==> config.mk <==
export PLATFORM = sky130hd
export DESIGN_NAME = ahbl_cache_bridge
export DESIGN_NICKNAME = d
export VERILOG_FILES = /design/src/rtl/ahbl_cache_bridge.sv
export SDC_FILE = /design/constraint.sdc
export NUM_CORES = 1
export LEC_CHECK = 0
export BUFFER_PORTS_ARGS = -buffer_cell sky130_fd_sc_hd__buf_2
export CELL_PAD_IN_SITES_DETAIL_PLACEMENT = 1
export CELL_PAD_IN_SITES_GLOBAL_PLACEMENT = 1
export CORE_ASPECT_RATIO = 0.7
export CORE_MARGIN = 1
export CORE_UTILIZATION = 35
export DETAILED_ROUTE_END_ITERATION = 10
export GPL_TIMING_DRIVEN = 1
export PLACE_DENSITY_LB_ADDON = 0.1
export SLEW_MARGIN = 20
export SYNTH_ARGS = -nofsm -noshare
export SYNTH_HDL_FRONTEND = slang
export SYNTH_SLANG_ARGS = --single-unit
==> constraint.sdc <==
create_clock -name clk -period 7.1 [get_ports clk]
set_input_delay 1.42 -clock clk [delete_from_list [all_inputs] [get_ports clk]]
set_output_delay 1.42 -clock clk [all_outputs]
set_load 0.005 [all_outputs]
==> src/rtl/ahbl_cache_bridge.sv <==
// ahbl_cache_bridge
//   AHB-Lite subordinate that converts CPU bus transfers into the strobe/busy
//   request protocol of the cached SDRAM controller. It builds the byte mask
//   from hsize/haddr, turns misaligned transfers into a two-cycle ERROR, and
//   limits data-phase waiting with an optional timeout.
//
//   Ports
//     clk, rst           system clock, async active-high reset
//     hsel, htrans,      AHB-Lite address phase
//     hwrite, hsize,
//     haddr, hready
//     hwdata             AHB write data (data phase)
//     hreadyout, hresp,  AHB response
//     hrdata
//     m_rd_en, m_wr_en   one-cycle request strobes to the controller
//     m_addr, m_wdata,   request address / data / byte enables
//     m_mask
//     m_busy, m_rdata    controller status and read data
//
//   state | meaning
//   IDLE  | no transfer in data phase, zero-wait OKAY
//   ISSUE | data phase, waiting for m_busy=0 to fire the strobe
//   WAIT  | strobe sent, waiting for m_busy=0 (completion) or timeout
//   ERR1  | first ERROR cycle, hreadyout low
//   ERR2  | second ERROR cycle, hreadyout high, next address accepted
module ahbl_cache_bridge #(
  parameter int TIMEOUT = 4096,
  parameter int ADDR_W  = 32
) (
  input  logic              clk,
  input  logic              rst,
  input  logic              hsel,
  input  logic [1:0]        htrans,
  input  logic              hwrite,
  input  logic [2:0]        hsize,
  input  logic [ADDR_W-1:0] haddr,
  input  logic [31:0]       hwdata,
  input  logic              hready,
  output logic              hreadyout,
  output logic              hresp,
  output logic [31:0]       hrdata,
  output logic              m_rd_en,
  output logic              m_wr_en,
  output logic [ADDR_W-1:0] m_addr,
  output logic [31:0]       m_wdata,
  output logic [3:0]        m_mask,
  input  logic              m_busy,
  input  logic [31:0]       m_rdata
);

  localparam int CNT_W = (TIMEOUT < 2) ? 1 : $clog2(TIMEOUT + 1);
  localparam logic [CNT_W-1:0] TO_VAL = CNT_W'(TIMEOUT);
  localparam bit TO_EN = (TIMEOUT != 0);

  typedef enum logic [2:0] {
    S_IDLE,
    S_ISSUE,
    S_WAIT,
    S_ERR1,
    S_ERR2
  } state_t;

  state_t            state_q, state_d;
  logic [ADDR_W-1:0] addr_q, addr_d;
  logic              write_q, write_d;
  logic [3:0]        mask_q, mask_d;
  logic [31:0]       wdata_q, wdata_d;
  logic [CNT_W-1:0]  cnt_q, cnt_d;

  logic       capture;
  logic       accept;
  logic       misaligned;
  logic [3:0] mask_new;
  logic       unused_htrans0;

  assign unused_htrans0 = htrans[0];
  assign capture = hready && hsel && htrans[1];

  always_comb begin
    mask_new   = 4'b0000;
    misaligned = 1'b0;
    case (hsize)
      3'd0: mask_new = 4'b0001 << haddr[1:0];
      3'd1: begin
        if (haddr[0]) misaligned = 1'b1;
        else          mask_new = haddr[1] ? 4'b1100 : 4'b0011;
      end
      3'd2: begin
        if (haddr[1:0] != 2'b00) misaligned = 1'b1;
        else                     mask_new = 4'b1111;
      end
      default: misaligned = 1'b1;
    endcase
  end

  always_comb begin
    state_d   = state_q;
    addr_d    = addr_q;
    write_d   = write_q;
    mask_d    = mask_q;
    wdata_d   = wdata_q;
    cnt_d     = cnt_q;
    hreadyout = 1'b1;
    hresp     = 1'b0;
    m_rd_en   = 1'b0;
    m_wr_en   = 1'b0;
    m_wdata   = wdata_q;
    accept    = 1'b0;

    case (state_q)
      S_IDLE: accept = 1'b1;

      S_ISSUE: begin
        hreadyout = 1'b0;
        m_wdata   = hwdata;
        wdata_d   = hwdata;
        if (!m_busy) begin
          m_wr_en = write_q;
          m_rd_en = !write_q;
          cnt_d   = '0;
          state_d = S_WAIT;
        end
      end

      S_WAIT: begin
        hreadyout = 1'b0;
        if (!m_busy) begin
          hreadyout = 1'b1;
          accept    = 1'b1;
        end else begin
          if (cnt_q != '1) cnt_d = cnt_q + CNT_W'(1);
          // Trip on the busy cycle that brings the count to TIMEOUT.
          if (TO_EN && (cnt_q + CNT_W'(1) == TO_VAL)) state_d = S_ERR1;
        end
      end

      S_ERR1: begin
        hreadyout = 1'b0;
        hresp     = 1'b1;
        state_d   = S_ERR2;
      end

      S_ERR2: begin
        hresp  = 1'b1;
        accept = 1'b1;
      end

      default: state_d = S_IDLE;
    endcase

    // Cycles with hreadyout high end the previous data phase and may take
    // a new address phase without an idle cycle in between.
    if (accept) begin
      state_d = S_IDLE;
      if (capture) begin
        addr_d  = haddr;
        write_d = hwrite;
        mask_d  = mask_new;
        state_d = misaligned ? S_ERR1 : S_ISSUE;
      end
    end
  end

  always_ff @(posedge clk or posedge rst) begin
    if (rst) begin
      state_q <= S_IDLE;
      addr_q  <= '0;
      write_q <= 1'b0;
      mask_q  <= 4'b0000;
      wdata_q <= 32'h0;
      cnt_q   <= '0;
    end else begin
      state_q <= state_d;
      addr_q  <= addr_d;
      write_q <= write_d;
      mask_q  <= mask_d;
      wdata_q <= wdata_d;
      cnt_q   <= cnt_d;
    end
  end

  assign m_addr = addr_q;
  assign m_mask = mask_q;
  assign hrdata = m_rdata;

endmodule
### After elaboration in Yosys (flattened, before gate mapping)

Cells that the tools add are included.

| cells by class | value |
|---|---|
| multipliers | 0 |
| add/sub/neg operators | 1 |
| reductions and logical operators | 13 |
| equality and inequality tests | 15 |
| magnitude comparators | 0 |
| div/mod/pow operators | 0 |
| multiplexer cells | 27 |
| bitwise logic cells | 0 |
| shift operators | 1 |

Operators by type and width:

| kind | count |
|---|---|
| 2-to-1 mux 13 bit | 3 |
| 2-to-1 mux 32 bit | 1 |
| one-hot mux 13 bit (2 select lines) | 1 |
| adder 13 x 1 -> 13 bit, second input constant | 1 |
| == test 13 bit, second input constant | 1 |
| != test 13 bit, second input constant | 1 |
| 2-to-1 mux 3 bit | 4 |
| 2-to-1 mux 4 bit | 3 |
| one-hot mux 3 bit (4 select lines) | 1 |
| one-hot mux 4 bit (3 select lines) | 1 |
| == test 3 x 2 -> 1 bit, second input constant | 3 |
| != test 3 bit, second input constant | 3 |
| 2-to-1 mux 1 bit | 8 |
| AND reduction 4 bit | 2 |
| == test 3 x 1 -> 1 bit, second input constant | 2 |
| zero test 3 bit | 2 |
| != test 2 bit, second input constant | 3 |
| OR reduction 2 bit | 3 |
| 2-to-1 mux 2 bit | 2 |
| one-hot mux 1 bit (2 select lines) | 2 |
| nonzero test 2 bit | 2 |
| left shift 1 x 2 -> 4 bit, first input constant | 1 |
| == test 3 bit, second input constant | 1 |
| one-hot mux 1 bit (3 select lines) | 1 |
| 4 further kinds | 5 |

| word-level totals | value |
|---|---|
| bits in latches | 0 |
| memory bits (read-only) | 0 |
| input port bits | 107 |
| output and inout bits | 104 |
| word-level logic and storage cells | 63 |
| memories kept | 0 |
| RAM bits | 0 |
| register bits after elaboration | 85 |

### Depth between registers and ports, before layout

Gate-level depths: netlist of run 1.

| logic depth | value |
|---|---|
| depth after elaboration | 6 |
| gate-level depth with buffers | 8 |
| mapped depth without buffers | 6 |

### Least setup slack after synthesis of run 1

OpenSTA, ideal clock, no wires.

| path | value |
|---|---|
| path kind | input -> output |
| start | input m_busy |
| end | output hreadyout |
| cell stages on the path | 3 |
| buffers on the path | 1 |
| data required time | 5.680 ns |
| arrival time | 2.028 ns |
| setup slack | 3.652 ns |
| cells stage by stage | clkbuf_1 > a21oi_1 > or2_2 |

| on the way | value |
|---|---|
| longest elaborated chain between the ends | 2 |

RTL lines:

| item | line | source |
|---|---|---|
| start, declared | 47 | `input logic m_busy,` |
| 2-to-1 mux 1 bit | 127 | `if (!m_busy) begin` |
| one-hot mux 1 bit (2 select lines) | 110 | `case (state_q)` |
| end, declared | 39 | `output logic hreadyout,` |

Every way passes these cells.

### Worst setup path after layout of run 1

Ends and elaborated chain as after synthesis.

==> flow_metrics.tcl, run 1 <==
set metrics [dict create \
    status "complete, no violations" \
    cp-start-kind "input pin" \
    rows 32 \
    setup_viol 0 \
    path_class "in2out" \
    diodes 0 \
    clk_latency_ns 0.34 \
    critPathCaptureType "output port" \
    multi_input_area_mm2 0.001544 \
    die_w_um 130.5 \
    synth_edf_count 0 \
    n_fill_cell 1304 \
    start_util 0.3635 \
    skew_ns 0.007721 \
    drt_first_pass_iters 4 \
    ir_drop_uv 153.1 \
    grt_pass1_wl_um 16260 \
    max_slew_margin 0.2897 \
    globalRouteTotalUtil 0.1751 \
    htreeDepth 3 \
    root_buffer "clkbuf_16" \
    wl_um 10300 \
    place_inst 653 \
    ys.flop_type "dfrtp_1" \
    grt_overflow_total 0 \
    yosysWarnings 0 \
    rsz0062_at_grt "false" \
    fin_crit_ns 3.577 \
    ctsHoldBuffers 0 \
    maxCapViolations 0 \
    coreArea_mm2 0.01113 \
    ys_seq_elements 85 \
    hold_path_class "reg2reg" \
    hold_viol 0 \
    fin_nets 620 \
    syn_to_final_growth_pct 22.82 \
    power.static_leakage_nw 2.533 \
    timing.fmax_mhz 279.6 \
    tns_ns 0 \
    numCtsBuffers 9 \
    drive_above_1_share 0.3973 \
    viasPerCell 4.821 \
    netlist_area_mm2 0.004046 \
    instances_no_fill 669 \
    wl_per_cell_um 15.39 \
    grt_max_degree 51 \
    dp_hpwl_um 7288 \
    clock_path_buffers 2 \
    avgSynthCellArea_um2 9.918 \
    io_buffers 145 \
    critical_path_required_ns 5.68 \
    dieArea_mm2 0.01200 \
    ctsResizeCount 0 \
    syn_nets 517 \
    seq_area_frac_synth 0.5257 \
    vias 3225 \
    worst_slew_pin_slew_ns 1.059 \
    regToRegSetupSlack_ns 4.41 \
    regArea_mm2 0.002127 \
    synth_cells 408 \
    power_density_mw_per_mm2 335.8 \
    post_cts.repair.setup_buffers 0 \
    async_flop_share 1.000 \
    cts_tree "built" \
    gp_congestion 0.7153 \
    grt_pass1_vias 3293 \
    io_pins 211 \
    crit_fanout 11 \
    drc 0 \
    crit_arrival_ns 2.16 \
    maxSlewViolCount 0 \
    final_util 0.4465 \
    final_antenna_net_count 0 \
    die_h_um 91.96 \
    synthDistinctLibCells 45 \
    fin_crit_sh 0.5038 \
    cts_sinks 85 \
    antenna_found_initial 0 \
    cts.clk_slew.worst_paths_ns 0.06 \
    drtIter0Drc 91 \
]
-- path summary, 6_finish.rpt --
kind,start,to,depth (start not counted)
max in group asynchronous,rst,cnt_q[12],4
worst max register to register,cnt_q[0],cnt_q[2],6
min in group asynchronous,rst,m_addr[23],3
worst min-delay path,wdata_q[27],wdata_q[27],2
worst min register to register,wdata_q[27],wdata_q[27],2
worst max-delay path,m_busy,hreadyout,4
-- cell families after synthesis --
family,Yosys count,synth area share
compound gates,51,0.08349
mux,33,0.09153
buf+inv,62,0.09462
xor+xnor,6,0.01299
flops,85,0.5257
fa+ha+maj,2,0.006183
simple gates,169,0.1855
-- cells in the mapped netlist (all sizes together) (2+ instances only) --
cell type / instances / area share
a21o: 2 / 0.0037
a21oi: 9 / 0.011
a31oi: 4 / 0.0062
and2: 4 / 0.0062
and3: 4 / 0.0062
buf: 45 / 0.079
clkbuf: 12 / 0.011
dfrtp: 85 / 0.53
ha: 2 / 0.0062
inv: 5 / 0.0046
mux2: 32 / 0.089
nand2: 114 / 0.11
nand2b: 3 / 0.0046
nand3: 8 / 0.011
nand3b: 2 / 0.0037
nand4: 2 / 0.0031
nor2: 11 / 0.010
nor3: 10 / 0.012
nor3b: 3 / 0.0068
o21ai: 18 / 0.022
o22a: 2 / 0.0043
o31ai: 9 / 0.018
o41ai: 3 / 0.0084
or2: 2 / 0.0031
or3: 2 / 0.0031
or3b: 2 / 0.0043
xnor2: 3 / 0.0065
xor2: 3 / 0.0065
-- cell usage in the layout, fill, tap and decap left out, drive strengths merged, types with 4 or more instances in the layout --
master,synthesis,layout
a21oi,9,9
a31oi,4,4
and2,4,4
and3,4,4
buf,45,149
clkbuf,12,12
dfrtp,85,85
inv,5,5
mux2,32,32
nand2,114,114
nand3,8,8
nor2,11,11
nor3,10,10
o21ai,18,18
o31ai,9,9
-- layer usage --
metal	global-route usage	up-vias	share of wire
met3	0.07001	21	0.094
met4	0.04885	0	0.010
li1	-	1543	-
met5	0	-	0
met2	0.2813	120	0.45
met1	0.2159	1541	0.44
-- worst max-delay path: stages --
cell     delay (ns)
buf_2          0.22
a21oi_1        0.09
or2_2          0.29
buf_2          0.13
-- area by class of cell --
cell class                      instances  area share
Multi-Input combinational cell        261      0.3107
Clock buffer                           12     0.05161
Sequential cell                        85      0.4280
Clock inverter                          4     0.01108
Tap cell                              153     0.03852
Timing Repair Buffer                  149      0.1561
Inverter                                5    0.004028
-- registers in the layout, summed over array words and instances, names as in the netlist --
| register | flops |
|---|---|
| write_q | 1 |
| m_mask | 4 |
| m_addr | 32 |
| cnt_q | 13 |
| state_q | 3 |
| wdata_q | 32 |
-- report_power, final --
| part | switching (mW) | total [mW] | internal [mW] |
|---|---|---|---|
| sequential | 0.0684 | 0.709 | 0.641 |
| combinational | 0.245 | 0.472 | 0.227 |
| clock | 0.194 | 0.488 | 0.294 |
-- stage by stage --
step	instance area, um^2	power (mW)	worst slack [ns]	hold slack, ns
global route	4970	1.784	3.490	0.4890
finish	4970	1.669	3.523	0.4667
CTS	4970	1.698	3.523	0.4716
global placement	4631	1.176	3.536	0.4501
floorplan	4046	0.9695	3.487	0.4617
detailed placement	4658	1.200	3.524	0.4531
No activity file was read; power rests on OpenSTA's default activity.
==> run 2, diff against run 1 <==
--- a/config.mk
+++ b/config.mk
@@ -10,7 +10,7 @@
 export CELL_PAD_IN_SITES_GLOBAL_PLACEMENT = 1
 export CORE_ASPECT_RATIO = 0.7
 export CORE_MARGIN = 1
-export CORE_UTILIZATION = 35
+export CORE_UTILIZATION = 30
 export DETAILED_ROUTE_END_ITERATION = 10
 export GPL_TIMING_DRIVEN = 1
 export PLACE_DENSITY_LB_ADDON = 0.1
==> constraint.sdc (replaced) <==
create_clock -name clk -period 3.1 [get_ports clk]
set_input_delay 0.62 -clock clk [delete_from_list [all_inputs] [get_ports clk]]
set_output_delay 0.62 -clock clk [all_outputs]
set_load 0.005 [all_outputs]
==> flow_metrics.tcl, run 2 (synthesis results as in run 1) <==
set metrics [dict create \
    drive_above_1_share 0.3977 \
    die_h_um 99.17 \
    numCtsBuffers 9 \
    timing.fmax_mhz 369.3 \
    maxCapViolations 0 \
    ir_drop_uv 313.3 \
    ctsHoldBuffers 0 \
    power_density_mw_per_mm2 788.0 \
    htreeDepth 3 \
    fin_nets 622 \
    io_buffers 145 \
    grt_max_degree 46 \
    skew_ns 0.005577 \
    max_slew_margin 0.3352 \
    final_antenna_net_count 0 \
    dieArea_mm2 0.01396 \
    r2r_cells 6 \
    path_class "reg2out" \
    rr_endpoint "cnt_q[7]" \
    post_cts.repair.setup_buffers 0 \
    fin_crit_sh 0.8734 \
    maxSlewViolCount 0 \
    crit_path_cell_trace "or3b_1, buf_4, nor3_1, buf_2" \
    diodes 0 \
    power.static_leakage_nw 2.554 \
    grt_overflow_total 0 \
    critPathTopFamily "simple AND/OR/NAND/NOR gates" \
    dp_hpwl_um 7587 \
    crit-reg2reg-launch "state_q[0]" \
    rows 35 \
    fin_crit_ns 2.708 \
    crit_fanout 18 \
    die_w_um 140.8 \
    final_cell_mix "buf_2, nand2_1, dfrtp_1" \
    critical_path_required_ns 2.48 \
    clock_path_buffers 2 \
    ctsResizeCount 0 \
    critPathCaptureType "output port" \
    io_pins 211 \
    wl_um 10470 \
    cp-start-kind "register" \
    worst_slew_pin_slew_ns 0.9972 \
    vias 3224 \
    cts.clk_slew.worst_paths_ns 0.06 \
    root_buffer "clkbuf_16" \
    grt_pass1_vias 3377 \
    gp_congestion 0.7519 \
    viasPerCell 4.713 \
    cpMaxStageDelayCell "or3b_1" \
    setup_viol 0 \
    status "complete, no violations" \
    tns_ns 0 \
    cts_tree "built" \
    hold_ws_ns 0.4114 \
    worst-path-buf-inv 2 \
    globalRouteTotalUtil 0.1584 \
    cts_sinks 85 \
    drc 0 \
    clk_latency_ns 0.34 \
    coreArea_mm2 0.01314 \
    crit_arrival_ns 2.09 \
    drt_first_pass_iters 4 \
    hold_path_class "in2async" \
    rsz0062_at_grt "false" \
    antenna_found_initial 1 \
    hold_viol 0 \
    syn_to_final_growth_pct 24.12 \
    drtIter0Drc 82 \
    grt_pass1_wl_um 17320 \
    wl_per_cell_um 15.31 \
    slowest_delay_ns 0.58 \
    regToRegSetupSlack_ns 0.80 \
    mostFrequentLayoutCell "buf_2" \
    start_util 0.3080 \
]
-- run 2: cell count changes in the layout (fill, tap and decap cells not counted) --
cell | before | now
buf_4 | 3 | 5
bufinv_16 | 1 | 3
clkbuf_8 | 2 | 0
buf_12 | 0 | 1
buf_16 | 1 | 0
clkbuf_1 | 1 | 2
clkinvlp_4 | 1 | 0
-- run 2: power by group --
part	leakage, nW	switching, mW	internal [mW]
logic	1.33	0.561	0.527
registers	1.06	0.159	1.47
clock network	0.164	0.451	0.793
-- run 2: per-layer routing --
layer | GRT usage | wire length [um] | vias up
met5 | 0 | 0 | -
met2 | 0.2419 | 4593 | 108
met3 | 0.06548 | 917 | 16
li1 | - | - | 1551
met4 | 0.04515 | 115 | 0
met1 | 0.2063 | 4842 | 1549
-- run 2: worst max path at each step --
stage | from | end | slack (ns) | cells past startpoint
6_report | state_q[0] | m_rd_en | 0.39 | 4
5_1_grt | state_q[0] | m_rd_en | 0.22 | 4
4_1_cts | state_q[2] | m_rd_en | 0.35 | 4
3_5_place_dp | htrans[1] | m_mask[2] | 0.73 | 4
3_3_place_gp | state_q[2] | m_rd_en | 0.78 | 4
2_1_floorplan | rst | cnt_q[0] | 0.29 | 1
-- run 2: per-stage QoR --
stage / util / instance area, um^2 / power (mW) / instances / setup WS, ns
after floorplan: - / 4046 / 2.220 / 408 / 0.2865
after detailed placement: 0.3564 / 4682 / 2.759 / 668 / 0.7328
after global placement: 0.3564 / 4682 / 2.728 / 668 / 0.7801
final: 0.3823 / 5022 / 3.957 / 684 / 0.3923
after CTS: 0.3823 / 5022 / 4.035 / 684 / 0.3547
after global routing: 0.3823 / 5022 / 4.241 / 684 / 0.2234
-- run 2: final cells by class --
class	count	area [um^2]
Clock inverter	5	107.6
Fill cell	1532	8115
Tap cell	166	207.7
Inverter	5	20.02
Sequential cell	85	2127
Clock buffer	11	232.7
Multi-Input combinational cell	261	1544
Timing Repair Buffer	151	783.3
-- run 2: worst reg2reg max path: stages (launching register included) --
cell and delay, ns:
dfrtp_1 0.55, or3b_1 0.59, buf_4 0.26, nand2_2 0.08, nor3_1 0.04, or2_1 0.36, o41ai_2 0.31
